==> src/rtl/z80_block_seq.sv <==
// rtl/z80_block_seq.sv - ED block transfer/compare sequencer (LDI/LDD/LDIR/LDDR/CPI/CPD/CPIR/CPDR)
// One clock per T-state; outputs are registered, results land in the done cycle.
module z80_block_seq #(
   parameter int INTERNAL_T = 5,
   parameter int REPEAT_T   = 5
) (
   input  logic        clk,
   input  logic        reset,
   input  logic        start,
   input  logic        op_cp,
   input  logic        op_dec,
   input  logic        op_rep,
   input  logic [7:0]  reg_a_in,
   input  logic [7:0]  reg_f_in,
   input  logic [15:0] reg_bc_in,
   input  logic [15:0] reg_de_in,
   input  logic [15:0] reg_hl_in,
   output logic        mem_req,
   output logic        mem_we,
   output logic [15:0] mem_addr,
   output logic [7:0]  mem_wdata,
   input  logic        mem_ack,
   input  logic [7:0]  mem_rdata,
   output logic [2:0]  mcycle_type,
   output logic        busy,
   output logic        done,
   output logic        rewind,
   output logic [15:0] reg_bc_out,
   output logic [15:0] reg_de_out,
   output logic [15:0] reg_hl_out,
   output logic [7:0]  reg_f_out
);
   localparam logic [2:0] CYCLE_NONE     = 3'd0;
   localparam logic [2:0] CYCLE_RDWR_MEM = 3'd1;
   localparam logic [2:0] CYCLE_INTERNAL = 3'd2;

   localparam logic [7:0] INT_LAST     = 8'(INTERNAL_T - 1);
   localparam logic [7:0] REP_LAST     = 8'(REPEAT_T - 1);
   // The write M-cycle carries two extra T-states after the bus completes.
   localparam logic [7:0] WR_TAIL_LAST = 8'd1;

   typedef enum logic [2:0] {S_IDLE, S_READ, S_WRITE, S_INT, S_REP, S_DONE} state_t;

   state_t      state_q;
   logic [7:0]  cnt_q;
   logic        op_cp_q, op_dec_q, op_rep_q;
   logic [7:0]  a_q, f_q, d_q;
   logic [15:0] bc_q, de_q, hl_q;

   logic        mem_req_q, mem_we_q, busy_q, done_q, rewind_q;
   logic [15:0] mem_addr_q;
   logic [7:0]  mem_wdata_q;
   logic [2:0]  mcycle_q;
   logic [15:0] bc_out_q, de_out_q, hl_out_q;
   logic [7:0]  f_out_q;

   logic [7:0]  r_d, f_d;
   logic [15:0] bc_d, de_d, hl_d;
   logic        z_d, pv_d, rep_d, work_end_d, rep_end_d;

   always_comb begin
      r_d  = a_q - d_q;
      z_d  = (r_d == 8'h00);
      pv_d = (bc_q != 16'h0001);
      bc_d = bc_q - 16'd1;
      hl_d = op_dec_q ? hl_q - 16'd1 : hl_q + 16'd1;
      de_d = de_q;
      if (!op_cp_q) begin
         de_d = op_dec_q ? de_q - 16'd1 : de_q + 16'd1;
      end
      if (op_cp_q) begin
         f_d = {r_d[7], z_d, f_q[5], (a_q[3:0] < d_q[3:0]), f_q[3], pv_d, 1'b1, f_q[0]};
      end else begin
         f_d = {f_q[7:5], 1'b0, f_q[3], pv_d, 1'b0, f_q[0]};
      end
      rep_d      = op_rep_q && (bc_d != 16'h0000) && (!op_cp_q || !z_d);
      // Last T-state of WRITE or INT: the repeat decision is taken here.
      work_end_d = ((state_q == S_WRITE) && !mem_req_q && (cnt_q == WR_TAIL_LAST)) ||
                   ((state_q == S_INT) && (cnt_q == INT_LAST));
      rep_end_d  = (state_q == S_REP) && (cnt_q == REP_LAST);
   end

   always_ff @(posedge clk or posedge reset) begin
      if (reset) begin
         state_q     <= S_IDLE;
         cnt_q       <= 8'd0;
         op_cp_q     <= 1'b0;
         op_dec_q    <= 1'b0;
         op_rep_q    <= 1'b0;
         a_q         <= 8'h00;
         f_q         <= 8'h00;
         d_q         <= 8'h00;
         bc_q        <= 16'h0000;
         de_q        <= 16'h0000;
         hl_q        <= 16'h0000;
         mem_req_q   <= 1'b0;
         mem_we_q    <= 1'b0;
         mem_addr_q  <= 16'h0000;
         mem_wdata_q <= 8'h00;
         mcycle_q    <= CYCLE_NONE;
         busy_q      <= 1'b0;
         done_q      <= 1'b0;
         rewind_q    <= 1'b0;
         bc_out_q    <= 16'h0000;
         de_out_q    <= 16'h0000;
         hl_out_q    <= 16'h0000;
         f_out_q     <= 8'h00;
      end else begin
         done_q <= 1'b0;
         if (rep_end_d || (work_end_d && !rep_d)) begin
            state_q  <= S_DONE;
            busy_q   <= 1'b0;
            done_q   <= 1'b1;
            mcycle_q <= CYCLE_NONE;
            rewind_q <= rep_d;
            bc_out_q <= bc_d;
            de_out_q <= de_d;
            hl_out_q <= hl_d;
            f_out_q  <= f_d;
         end else if (work_end_d) begin
            state_q  <= S_REP;
            cnt_q    <= 8'd0;
            mcycle_q <= CYCLE_INTERNAL;
         end else begin
            case (state_q)
               S_IDLE: begin
                  if (start) begin
                     op_cp_q    <= op_cp;
                     op_dec_q   <= op_dec;
                     op_rep_q   <= op_rep;
                     a_q        <= reg_a_in;
                     f_q        <= reg_f_in;
                     bc_q       <= reg_bc_in;
                     de_q       <= reg_de_in;
                     hl_q       <= reg_hl_in;
                     state_q    <= S_READ;
                     busy_q     <= 1'b1;
                     mem_req_q  <= 1'b1;
                     mem_we_q   <= 1'b0;
                     mem_addr_q <= reg_hl_in;
                     mcycle_q   <= CYCLE_RDWR_MEM;
                  end
               end
               S_READ: begin
                  if (mem_ack) begin
                     d_q         <= mem_rdata;
                     mem_wdata_q <= mem_rdata;
                     cnt_q       <= 8'd0;
                     if (op_cp_q) begin
                        mem_req_q <= 1'b0;
                        mcycle_q  <= CYCLE_INTERNAL;
                        state_q   <= S_INT;
                     end else begin
                        mem_we_q   <= 1'b1;
                        mem_addr_q <= de_q;
                        state_q    <= S_WRITE;
                     end
                  end
               end
               S_WRITE: begin
                  if (mem_req_q) begin
                     if (mem_ack) begin
                        mem_req_q <= 1'b0;
                        mem_we_q  <= 1'b0;
                        cnt_q     <= 8'd0;
                     end
                  end else begin
                     cnt_q <= cnt_q + 8'd1;
                  end
               end
               S_INT, S_REP: cnt_q <= cnt_q + 8'd1;
               S_DONE:       state_q <= S_IDLE;
               default:      state_q <= S_IDLE;
            endcase
         end
      end
   end

   assign mem_req     = mem_req_q;
   assign mem_we      = mem_we_q;
   assign mem_addr    = mem_addr_q;
   assign mem_wdata   = mem_wdata_q;
   assign mcycle_type = mcycle_q;
   assign busy        = busy_q;
   assign done        = done_q;
   assign rewind      = rewind_q;
   assign reg_bc_out  = bc_out_q;
   assign reg_de_out  = de_out_q;
   assign reg_hl_out  = hl_out_q;
   assign reg_f_out   = f_out_q;
endmodule

==> config.mk <==
export PLATFORM = sky130hd
export DESIGN_NAME = z80_block_seq
export DESIGN_NICKNAME = d
export VERILOG_FILES = /design/src/rtl/z80_block_seq.sv
export SDC_FILE = /design/constraint.sdc
export NUM_CORES = 1
export LEC_CHECK = 0
export CORE_AREA = 2 2 132 134
export CTS_CLUSTER_SIZE = 30
export DETAILED_ROUTE_END_ITERATION = 12
export DIE_AREA = 0 0 134 136
export PLACE_DENSITY_LB_ADDON = 0.3
export SLEW_MARGIN = 20
export SYNTH_ARGS = -nofsm -noshare
export SYNTH_HDL_FRONTEND = slang
export SYNTH_SLANG_ARGS = --single-unit
==> constraint.sdc <==
create_clock -name clk -period 8.05 [get_ports clk]
set_clock_uncertainty 0.15 [all_clocks]
set_input_delay 1.61 -clock clk [delete_from_list [all_inputs] [get_ports clk]]
set_output_delay 1.61 -clock clk [all_outputs]
set_load 0.01 [all_outputs]
# Word-level counts from Yosys, hierarchy flattened
# Index checks and enable logic that the tools add are counted.
[word_totals] mem_bits_ro=0 ramBits=0 output_inout_bits=88 register_bits=166 inputBits=79 mem_count=0 elab_cells=123 latchBits=0
[classes] eq_ne=18 n_reduce_logical=34 bitwise=2 n_addsub=7 order_cmp=1 n_div=0 shifts=0 n_mul=0 n_mux=39
[op_table] operator="$mux 16" count=6
[op_table] operator="$sub 16x1->16 const B" count=3
[op_table] operator="$add 16x1->16 const B" count=2
[op_table] operator="$mux 8" count=4
[op_table] operator="$pmux 16 s2" count=1
[op_table] operator="$mux 3" count=8
[op_table] operator="$pmux 8 s3" count=1
[op_table] operator="$ne 16x1->1 const B" count=1
[op_table] operator="$reduce_bool 16->1" count=1
[op_table] operator="$mux 1" count=15
[op_table] operator="$ne 2x2->1 const B" count=6
[op_table] operator="$ne 4x4->1 const B" count=3
[op_table] operator="$reduce_and 4->1" count=3
[op_table] operator="$reduce_and 6->1" count=2
[op_table] operator="$pmux 3 s3" count=1
[op_table] operator="$add 8x1->8 const B" count=1
[op_table] operator="$eq 8x1->1 const B" count=1
[op_table] operator="$eq 8x3->1 const B" count=1
[op_table] operator="$logic_not 8->1" count=1
[op_table] operator="$reduce_and 8->1" count=1
[op_table] operator="$reduce_bool 4->1" count=2
[op_table] operator="$sub 8x8->8" count=1
[op_table] operator="$logic_and 1x1->1" count=7
[op_table] operator="$eq 3x2->1 const B" count=2
[op_table] operator="other kinds (17)" count=27

# Depth between registers and ports, before layout
[depth] depth_word=10 mapped_depth=15

# Worst setup path after synthesis
# No wires, ideal clock.
[synth_path] path_kind="reg2reg" from="register op_dec_q" to="register de_out_q[15], in the netlist reg_de_out[15]" path_buffers=0 required_time_ps=7772 setup_ps=128 setup_slack_ps=4638 arrival_time_ps=3134 stages_incl_launch_ff=11 synth_period_minus_slack_ps=3412 path_cell_list="dfrtp_1 > ha_1 > a211oi_1 > o21a_1 > o31ai_1 > o31ai_1 > o21ai_0 > and4_1 > a2111oi_0 > xor2_1 > o21ai_0"
[synth_between] elab_chain_cells=2
[synth_lines] element="from (decl)" line_no="46" rtl="logic op_cp_q, op_dec_q, op_rep_q;"
[synth_lines] element="from (signal assigned)" line_no="129" rtl="op_dec_q <= op_dec;"
[synth_lines] element="$mux 16" line_no="69" rtl="de_d = op_dec_q ? de_q - 16'd1 : de_q + 16'd1;"
[synth_lines] element="$mux 16" line_no="68" rtl="if (!op_cp_q) begin"
[synth_lines] element="to (signal assigned)" line_no="105" rtl="de_out_q <= 16'h0000;"
[synth_lines] element="to (signal assigned)" line_no="117" rtl="de_out_q <= de_d;"
[synth_lines] element="to (decl)" line_no="54" rtl="logic [15:0] bc_out_q, de_out_q, hl_out_q;"
# No other way between the ends.
# A chain may end at the register's enable or synchronous reset.

==> summary by stage <==
Status
The flow ran to the end, and the final reports show no timing, DRC or antenna violations.

Worst setup path
Walking the worst path, the cells encountered are inv_1 > ha_1 > nor2b_1 > o21ai_1 > nand2b_1 > a2111o_1 > a2111oi_1 > a21oi_1 > a21o_4 > buf_12 > a221o_1 > o21a_1. The worst setup path is launched from a flip-flop. The kind of critical path is flip-flop to flip-flop. The largest fanout on the critical path is 65. Counting buffers and inverters, the worst setup path is 12 cells deep. Among all stages on the critical path, the largest delay is contributed by sky130_fd_sc_hd__a2111oi_1. Broken down by cell family, the worst path's largest delay share belongs to compound AO/OA/AOI/OAI gates. The peak per-stage delay on the critical path is 840 ps. STA classifies the critical path endpoint as a flip-flop. Measured in cells, the most critical reg-to-reg path has a length of 12. The buffers plus inverters on the worst setup path is 2. The worst path arrival time is 4330 ps. The required time at the endpoint of the critical path is 8220 ps.

Clocking
The number of instances resized during post-cts repair is 0. The clock tree from TritonCTS is yes. The register clock-pin slew on the reported worst setup and hold paths is 60 ps.

The CTS H-tree depth is 4. The tree built by TritonCTS fans out to 162 sinks. Hold repair after CTS inserted 0 buffers.

The cell chosen for the clock root is sky130_fd_sc_hd__clkbuf_16. The latest clock arrival within the worst-skew pair is 430 ps. Post-CTS timing repair inserted 0 buffers for setup. The number of buffers inserted during clock tree synthesis is 17. The maximum count of clock buffers along a single path is 2.

Timing
The worst path needs 4159 ps of the cycle, external delays included. The max-slew violation total from the final report came to 0. The worst pin sits at a relative slew slack of 0.3368. The final count of hold timing violations is 0. The maximum achievable frequency is 240.5 MHz. At the pin with the least slew margin, the transition time is 994.7 ps.

The final-layout setup total negative slack is 0 ps. The part of the cycle the worst path needs is 0.5166. Setup repair after global routing left no endpoint under its margin.

The number of setup violations in the final report is 0.

Route
The total number of vias is 6975. The number of iterations in the first detailed-routing pass is 5. The detail route stage leaves a number of antenna-violating nets equal to 0.

The average wire length per cell after detail routing is 16.68 µm. In the routed layout, each cell is associated on average with a via count of 5.523. For this run, design rule violations remaining after detail routing come to 0. The number of design-rule violations left by the first detailed-router iteration is 433. The final routed wirelength across all metal layers is 21.06 mm.

Placed design
After legalization and detailed placement, the total HPWL measured 14.68 mm. The total placed cells including tap cells is 1230. Port buffering added 162 buffers. At the end of routability-driven placement, the weighted congestion stood at 0.8713.

Logic synthesis
Counting every instance in the synthesized netlist gives 878. The average footprint of a synthesized cell is 9.896 µm². The synthesized netlist contains 61 unique library cells. By area the synthesized netlist is led by sky130_fd_sc_hd__dfrtp_1, sky130_fd_sc_hd__mux2_2, sky130_fd_sc_hd__ha_1.

sky130_fd_sc_hd__dfrtp_1 takes more of the synthesized area than any other cell. The share of the synthesized area in the top cell type is 0.4666. Among all flip-flop cells after synthesis, the most frequent one is sky130_fd_sc_hd__dfrtp_1. The number of nets produced by synthesis is 1000. The sequential element share of the synthesized area is 0.4666.

Yosys mapped a number of flops with a built-in enable equal to 0. The number of synthesis warnings is 0. The share of flip-flops with an asynchronous set or reset is 1.000. The post-synthesis instance area is 8688 µm². The number of synthesized register bits is 162.

Run
Max-cap violations in this run came to 0.

Floorplanning
Measured along the y axis, the die boundary spans 136 µm. The effective utilization at floorplan is 0.5148. 167 I/O pins were placed. The total area inside the core boundary comes to 16880 µm². The horizontal extent of the die is 134 µm. The row count is 48. The full die area is 18220 µm².

Global route
The total congestion overflow after global routing is 0. The first global-routing pass estimated 33.81 mm of wire. In the global route stage, met3 resource usage came out at 0.04027. The global routing met2 resource utilization is 0.3875. The overall global routing resource usage is 0.2367. In the global route stage, met1 resource usage came out at 0.3182. The maximum number of pins on one net before global-route repair is 118. The via count of the first global-routing pass is 6682. The layer flagged by global routing as most heavily used is met2. The initial antenna violation count was 0.

Layout
The net count of the finished layout is 1147. The layout-stage area growth over the synthesis result is 26.60%. The number of standard cells in the layout, taps in and fillers out is 1263. The number of antenna diodes in the final layout is 0. The share of final-layout standard cells stronger than drive strength 1 is 0.1002. Once layout is complete, the utilization of the core stands at 0.6518.

The layout has 1364 filler cells.

Power and ir drop
The total leakage power is 4.773 nW. After layout, the design draws a total of 0.005044 W. The power density of the placed cells is 458.6 nW/µm². The maximum ir drop on the vdd rail is 239.0 µV.

Hold path
The worst hold path stage count is 2. The class of the tightest hold or removal check is flip-flop to flip-flop.
## metal layers
| metal | vias up | routed length (µm) | part of all wire |
|---|---|---|---|
| met4 | 0 | 493 | 0.023 |
| li1 | 3388 | - | - |
| met1 | 3363 | 9632 | 0.46 |
| met2 | 188 | 10020 | 0.48 |
| met3 | 36 | 917 | 0.044 |
| met5 | - | 0 | 0 |
## final cells by class
cell class                      instances  area (µm²)  area share
Clock buffer                           18       439.2     0.03993
Clock inverter                         14       118.9     0.01081
Inverter                               36       140.1     0.01274
Multi-Input combinational cell        641        4294      0.3904
Sequential cell                       162        4054      0.3686
Tap cell                              225       281.5     0.02559
Timing Repair Buffer                  167        1672      0.1520
## power breakdown
group / internal (W) / total (W) / switching [W]
Clock: 0.000413 / 0.000769 / 0.000356
Sequential: 0.00118 / 0.00152 / 0.000331
Combinational: 0.00132 / 0.00276 / 0.00144
Total: 0.00292 / 0.00504 / 0.00212
## state kept, by name, indices dropped and copies added, names as in the netlist, 2 cells and up
| signal | flops |
|---|---|
| reg_de_out | 16 |
| mem_wdata | 8 |
| mcycle_type | 2 |
| reg_hl_out | 16 |
| bc_q | 16 |
| reg_bc_out | 16 |
| cnt_q | 8 |
| a_q | 8 |
| mem_addr | 16 |
| state_q | 3 |
| f_q | 5 |
| reg_f_out | 8 |
| de_q | 16 |
| hl_q | 16 |
## cell families after synthesis
logic type	share of synthesized area
and+or+nand+nor	0.1346
AOI/OAI and AO/OA	0.1537
DFF	0.4666
muxes	0.09692
buffers and inverters	0.04176
adders and majority gates	0.06365
xor gates and xnor gates	0.04234
other	0.0004316
## cell usage after synthesis (all sizes together), types with 7 or more instances
master / n
nor2: 47
a211oi: 7
o21ai: 108
nand2b: 9
mux2i: 20
ha: 41
buf: 19
nand3: 10
a21oi: 35
and2: 10
inv: 36
mux2: 57
xnor2: 21
dfrtp: 162
and3: 7
nand2: 130
nor3: 20
xor2: 21
a31oi: 7
clkbuf: 20
o31ai: 8
a21o: 10
## through the flow
| stage | area, µm² | setup WS, ps | hold slack (ps) |
|---|---|---|---|
| floorplan | 8688 | 1913 | 284.8 |
| global placement | 10410 | 4062 | 292.6 |
| detailed placement | 10410 | 4014 | 296.2 |
| CTS | 10970 | 3953 | 313.5 |
| global route | 11000 | 3761 | 338.9 |
| finish | 11000 | 3891 | 308.2 |
## final timing paths
kind,start,to,slack [ps]
setup / recovery,mem_wdata[1]$_DFFE_PP0P_,reg_f_out[6]$_DFFE_PP0P_,3890
max in group asynchronous,reset,cnt_q[7]$_DFFE_PP0P_,4810
hold reg to reg,f_q[5]$_DFFE_PP0P_,reg_f_out[5]$_DFFE_PP0P_,310
min in group asynchronous,reset,reg_hl_out[13]$_DFFE_PP0P_,1620
hold / removal,f_q[5]$_DFFE_PP0P_,reg_f_out[5]$_DFFE_PP0P_,310
setup reg to reg,mem_wdata[1]$_DFFE_PP0P_,reg_f_out[6]$_DFFE_PP0P_,3890
## placed cells by master (no fill, tap or decap), drive strengths merged, types with 3 or more instances in the layout
cell type,instances
clkdlybuf4s50,162
o22a,3
nand2,130
nand2b,9
nor2b,6
clkinv,5
a21oi,35
o21ai,108
a21o,10
ha,41
mux2,57
and3,7
o31ai,8
o41a,3
nor4b,3
clkbuf,18
nor2,47
xnor2,21
nor3,20
and2,10
dfrtp,162
nand4,3
a2111oi,4
or3,4
mux2i,20
o21a,6
a211o,3
o311ai,3
xor2,21
a211oi,7
buf,5
o22ai,3
nand3,10
a31oi,7
o21bai,3
a41oi,4
inv,44
## worst register-to-register path, cell delays in order, from the launching register on
cell	delay, ps
sky130_fd_sc_hd__dfrtp_1	370
sky130_fd_sc_hd__inv_1	60
sky130_fd_sc_hd__ha_1	300
sky130_fd_sc_hd__nor2b_1	140
sky130_fd_sc_hd__o21ai_1	110
sky130_fd_sc_hd__nand2b_1	160
sky130_fd_sc_hd__a2111o_1	450
sky130_fd_sc_hd__a2111oi_1	840
sky130_fd_sc_hd__a21oi_1	310
sky130_fd_sc_hd__a21o_4	460
sky130_fd_sc_hd__buf_12	290
sky130_fd_sc_hd__a221o_1	310
sky130_fd_sc_hd__o21a_1	120
Note: power is estimated with default switching activity, not from simulation.
